File: config.mk
export PLATFORM = sky130hd
export DESIGN_NAME = ifetch_ctrl
export DESIGN_NICKNAME = d
export VERILOG_FILES = /design/src/rtl/ifetch_ctrl.sv
export SDC_FILE = /design/constraint.sdc
export NUM_CORES = 1
export LEC_CHECK = 0
export CORE_UTILIZATION = 44
export DETAILED_ROUTE_END_ITERATION = 8
export GPL_ROUTABILITY_DRIVEN = 1
export PLACE_DENSITY = 0.8
export SLEW_MARGIN = 10
export SYNTH_ARGS = -nofsm -noshare
export SYNTH_HDL_FRONTEND = slang
export SYNTH_SLANG_ARGS = --single-unit
File: constraint.sdc
create_clock -name clk -period 2.4 [get_ports clk]
set_input_delay 0.24 -clock clk [delete_from_list [all_inputs] [get_ports clk]]
set_output_delay 0.24 -clock clk [all_outputs]
set_load 0.005 [all_outputs]
File: src/rtl/ifetch_ctrl.sv
// Instruction fetch controller: one outstanding read per fetch, with flush,
// bus-error and response-timeout handling.
module ifetch_ctrl #(
  parameter int TIMEOUT_CYC = 255
) (
  input  logic        clk,
  input  logic        rst,
  input  logic        fetch_start,
  input  logic [31:0] pc_in,
  input  logic        flush,
  output logic        mem_req_valid,
  input  logic        mem_req_ready,
  output logic [31:0] mem_req_addr,
  input  logic        mem_rsp_valid,
  input  logic [31:0] mem_rsp_data,
  input  logic        mem_rsp_err,
  output logic [31:0] instr_out,
  output logic [31:0] instr_pc,
  output logic        fetch_done,
  output logic        fetch_busy,
  output logic        fault_valid,
  output logic [1:0]  fault_cause
);

  typedef enum logic [1:0] {IDLE, REQ, WAIT, DRAIN} state_t;

  localparam logic [7:0] TO_LAST = 8'(TIMEOUT_CYC - 1);

  state_t      state;
  logic [31:0] addr;
  logic [7:0]  cnt;

  assign mem_req_valid = (state == REQ);
  assign mem_req_addr  = addr;
  assign fetch_busy    = (state != IDLE);

  always_ff @(posedge clk or negedge rst) begin
    if (!rst) begin
      state       <= IDLE;
      addr        <= '0;
      cnt         <= '0;
      instr_out   <= 32'h0000_0013;
      instr_pc    <= 32'h8000_0000;
      fetch_done  <= 1'b0;
      fault_valid <= 1'b0;
      fault_cause <= 2'b00;
    end else begin
      fetch_done  <= 1'b0;
      fault_valid <= 1'b0;
      unique case (state)
        IDLE: begin
          if (fetch_start && !flush) begin
            if (pc_in[1:0] != 2'b00) begin
              fault_valid <= 1'b1;
              fault_cause <= 2'b01;
            end else begin
              addr  <= pc_in;
              state <= REQ;
            end
          end
        end
        REQ: begin
          // An accepted request still owes us a response, so a flush
          // racing the handshake must drain it.
          if (mem_req_ready) begin
            cnt   <= '0;
            state <= flush ? DRAIN : WAIT;
          end else if (flush) begin
            state <= IDLE;
          end
        end
        WAIT: begin
          if (mem_rsp_valid) begin
            state <= IDLE;
            if (!flush) begin
              if (mem_rsp_err) begin
                fault_valid <= 1'b1;
                fault_cause <= 2'b10;
              end else begin
                instr_out  <= mem_rsp_data;
                instr_pc   <= addr;
                fetch_done <= 1'b1;
              end
            end
          end else begin
            cnt <= cnt + 8'd1;
            if (flush) begin
              state <= DRAIN;
            end else if (cnt == TO_LAST) begin
              fault_valid <= 1'b1;
              fault_cause <= 2'b11;
              state       <= DRAIN;
            end
          end
        end
        DRAIN: begin
          if (mem_rsp_valid) state <= IDLE;
        end
        default: state <= IDLE;
      endcase
    end
  end

endmodule
==> results.toml <==
[run_status]
status = "completed"

[pwr]
power.density_nw_per_um2 = 1060
leakagePower_nw = 2.86
irDropWorstVdd_v = 0.000507

[routing]
drc_errors = 0
drt_iter0_markers = 91
ant_nets = 0
firstDrtPassIters = 4
wire_per_inst_um = 16.3
wirelength_um = 10100
vias = 3113
drt-vias-per-instance = 5.05

[timing]
hold_viol = 0
skew_ns = 0.00985
worstMarginPinSlew_ns = 0.637
fin_setup_tns_ns = 0
hold_ws_ns = 0.429
timing.final.crit_share_pct = 83.1
setup_slack_ns = 0.407
finalSetupViolations = 0
maxSlewViolCount = 0
min_period_ns = 1.99
relSlewSlack_pct = 57.5
rsz0062_at_grt = "no"
max_freq_mhz = 502

[die]
dieWidth_um = 103
std_cell_rows = 36
die-height_um = 103
dieArea_um2 = 10600
coreArea_um2 = 9820
start_util_pct = 45.7
pin_count = 173

[synthesis]
synth.top_cell.area_share_pct = 59.1
syn_area_per_cell_um2 = 14.9
async_reset_ff_share_pct = 100
yosysWarnings = 0
synthTopCellsByArea = "dfrtp_1, mux2_2, dfstp_2"
yosysTopAreaCell = "dfrtp_1"
synth_nets = 378
synthFlopType = "dfrtp_1"
synth.ff_latch_count = 110
yosysSeqAreaShare_pct = 61.5
syn_area_um2 = 4490
yosys-top-cells-count = "dfrtp_1, mux2_2, nand2_1"
synth_edf_count = 0
syn-instance-count = 301
synthDistinctLibCells = 39
post-synth-top-count-cell = "dfrtp_1"

[global_route]
antenna_found_initial = 0
grt_pass1_vias = 3224
grt.total_usage_pct = 19.9
grt_max_degree = 51
grt_pass1_wl_um = 16000
grt-ovfl-total = 0

[clock_tree]
cts_max_level = 3
clk-insertion-delay-late_ns = 0.36
cts_tree = "built"
ctsResizeCount = 0
cts_buffer_depth = 2
clk_pin_slew_ns = 0.11
clock-sinks = 110
cts_made_buffers = 9
cts_root_buffer = "clkbuf_8"

[worst_hold_path]
hold_class = "input port to async pin"

[placed_design]
hpwl_um = 7400
place.gp.congestion = 0.794
portBuffers = 172
place_inst = 600
place_ws_ns = 0.414

[layout]
num-fill-cells = 771
layout-drive-gt1-share_pct = 26.2
insertedDiodeCount = 0
syn_to_final_growth_pct = 46.4
post-route-util_pct = 66.9
layoutNonFillerInstCount = 617
fin_nets = 556

[job]
maxCapViolCount = 0

[critical_path]
crit_fanout = 11
critical_path_class = "flip-flop to flip-flop"
endpoint_kind = "flip-flop"
cp_slowest_cell = "dfrtp_1"
cp.required_ns = 2.65
critPathLaunchType = "flip-flop"
path_cells = "inv_1, ha_1, or2b_2, nand2_1, nor4_1, mux2_2"
critPathMaxStageDelay_ns = 0.40
arrival_ns = 2.24
-- placed cells by master, fill, tap and decap left out, types with 2 or more instances in the layout --
master and n:
nand2b_1 3, ha_1 6, nor2_1 3, o21ai_0 6, mux2_1 4, nor3_1 4
buf_4 5, a21oi_1 6, inv_1 7, dfstp_2 4, clkdlybuf4s50_1 171, dfrtp_1 106
nand2_1 9, nand3_1 4, o21a_1 3, o31ai_1 6, a31oi_1 2, buf_12 3
nor2b_1 2, clkbuf_8 10, mux2_2 93
-- cell type report --
| cell class | instances | area, um2 | area share (%) |
|---|---|---|---|
| Clock buffer | 11 | 141 | 2.15 |
| Clock inverter | 5 | 66.3 | 1.01 |
| Inverter | 8 | 30.0 | 0.457 |
| Multi-Input combinational cell | 170 | 1590 | 24.1 |
| Sequential cell | 110 | 2760 | 42.0 |
| Tap cell | 133 | 166 | 2.53 |
| Timing Repair Buffer | 180 | 1820 | 27.7 |
-- report_power, final --
part           switching, mW  internal, mW  leakage, nW
registers              0.428          2.59         1.43
logic                  0.854          1.91         1.33
clock network          0.623         0.525        0.102
-- layer usage --
layer / share of wire, % / global-route usage, % / vias to the layer above
li1: - / - / 1422
met1: 42 / 25.4 / 1555
met2: 49 / 33.2 / 129
met3: 8.8 / 6.03 / 7
met4: 0.65 / 4.88 / 0
met5: 0 / 0 / -
-- sequential cells by signal, indices dropped and copies added, names as in the netlist --
name,count
mem_req_addr,32
fault_cause,2
fetch_done,1
instr_out,32
fault_valid,1
cnt,8
instr_pc,32
state,2
-- critical path: cells and delay by family, from the launching register on --
kind                       cells  cell delay (ns)
DFF                            1             0.40
adders and majority gates      1             0.20
muxes                          1             0.37
and+or+nand+nor                3             0.84
buffers and inverters          1             0.07
-- cells by family (layout without fill, tap and decap cells) --
family          after synthesis  in the layout  share of synthesized area [%]
simple gates                 36             36                           4.58
fa+ha+maj                     6              6                           1.67
compound gates               30             30                           4.35
flops                       110            110                           61.5
mux                          98             98                           24.6
buf+inv                      21            204                           3.35
-- per-stage QoR --
step | area [um2] | power (mW)
3_5_place_dp | 6350 | 5.86
2_1_floorplan | 4490 | 3.99
4_1_cts | 6570 | 7.03
5_1_grt | 6570 | 7.38
3_3_place_gp | 6350 | 5.75
6_report | 6570 | 6.94
-- repair_timing --
action / 4_1_cts / 5_1_grt
endpoints found under the hold margin: 46 / 0
setup buffers: 0 / 0
hold buffers: 1 / 0
endpoints found under the setup margin: 0 / 0
-- path summary, 6_finish.rpt --
kind	start	slack, ns	cells past startpoint	end
max	state[1]	0.41	6	cnt[7]
min	rst	0.43	2	mem_req_addr[25]
max reg2reg	state[1]	0.41	6	cnt[7]
min reg2reg	instr_pc[29]	0.51	1	instr_pc[29]
max in group asynchronous	rst	1.24	3	instr_pc[31]
min in group clk	pc_in[27]	0.48	2	mem_req_addr[27]
No activity file was read; power rests on OpenSTA's default activity.
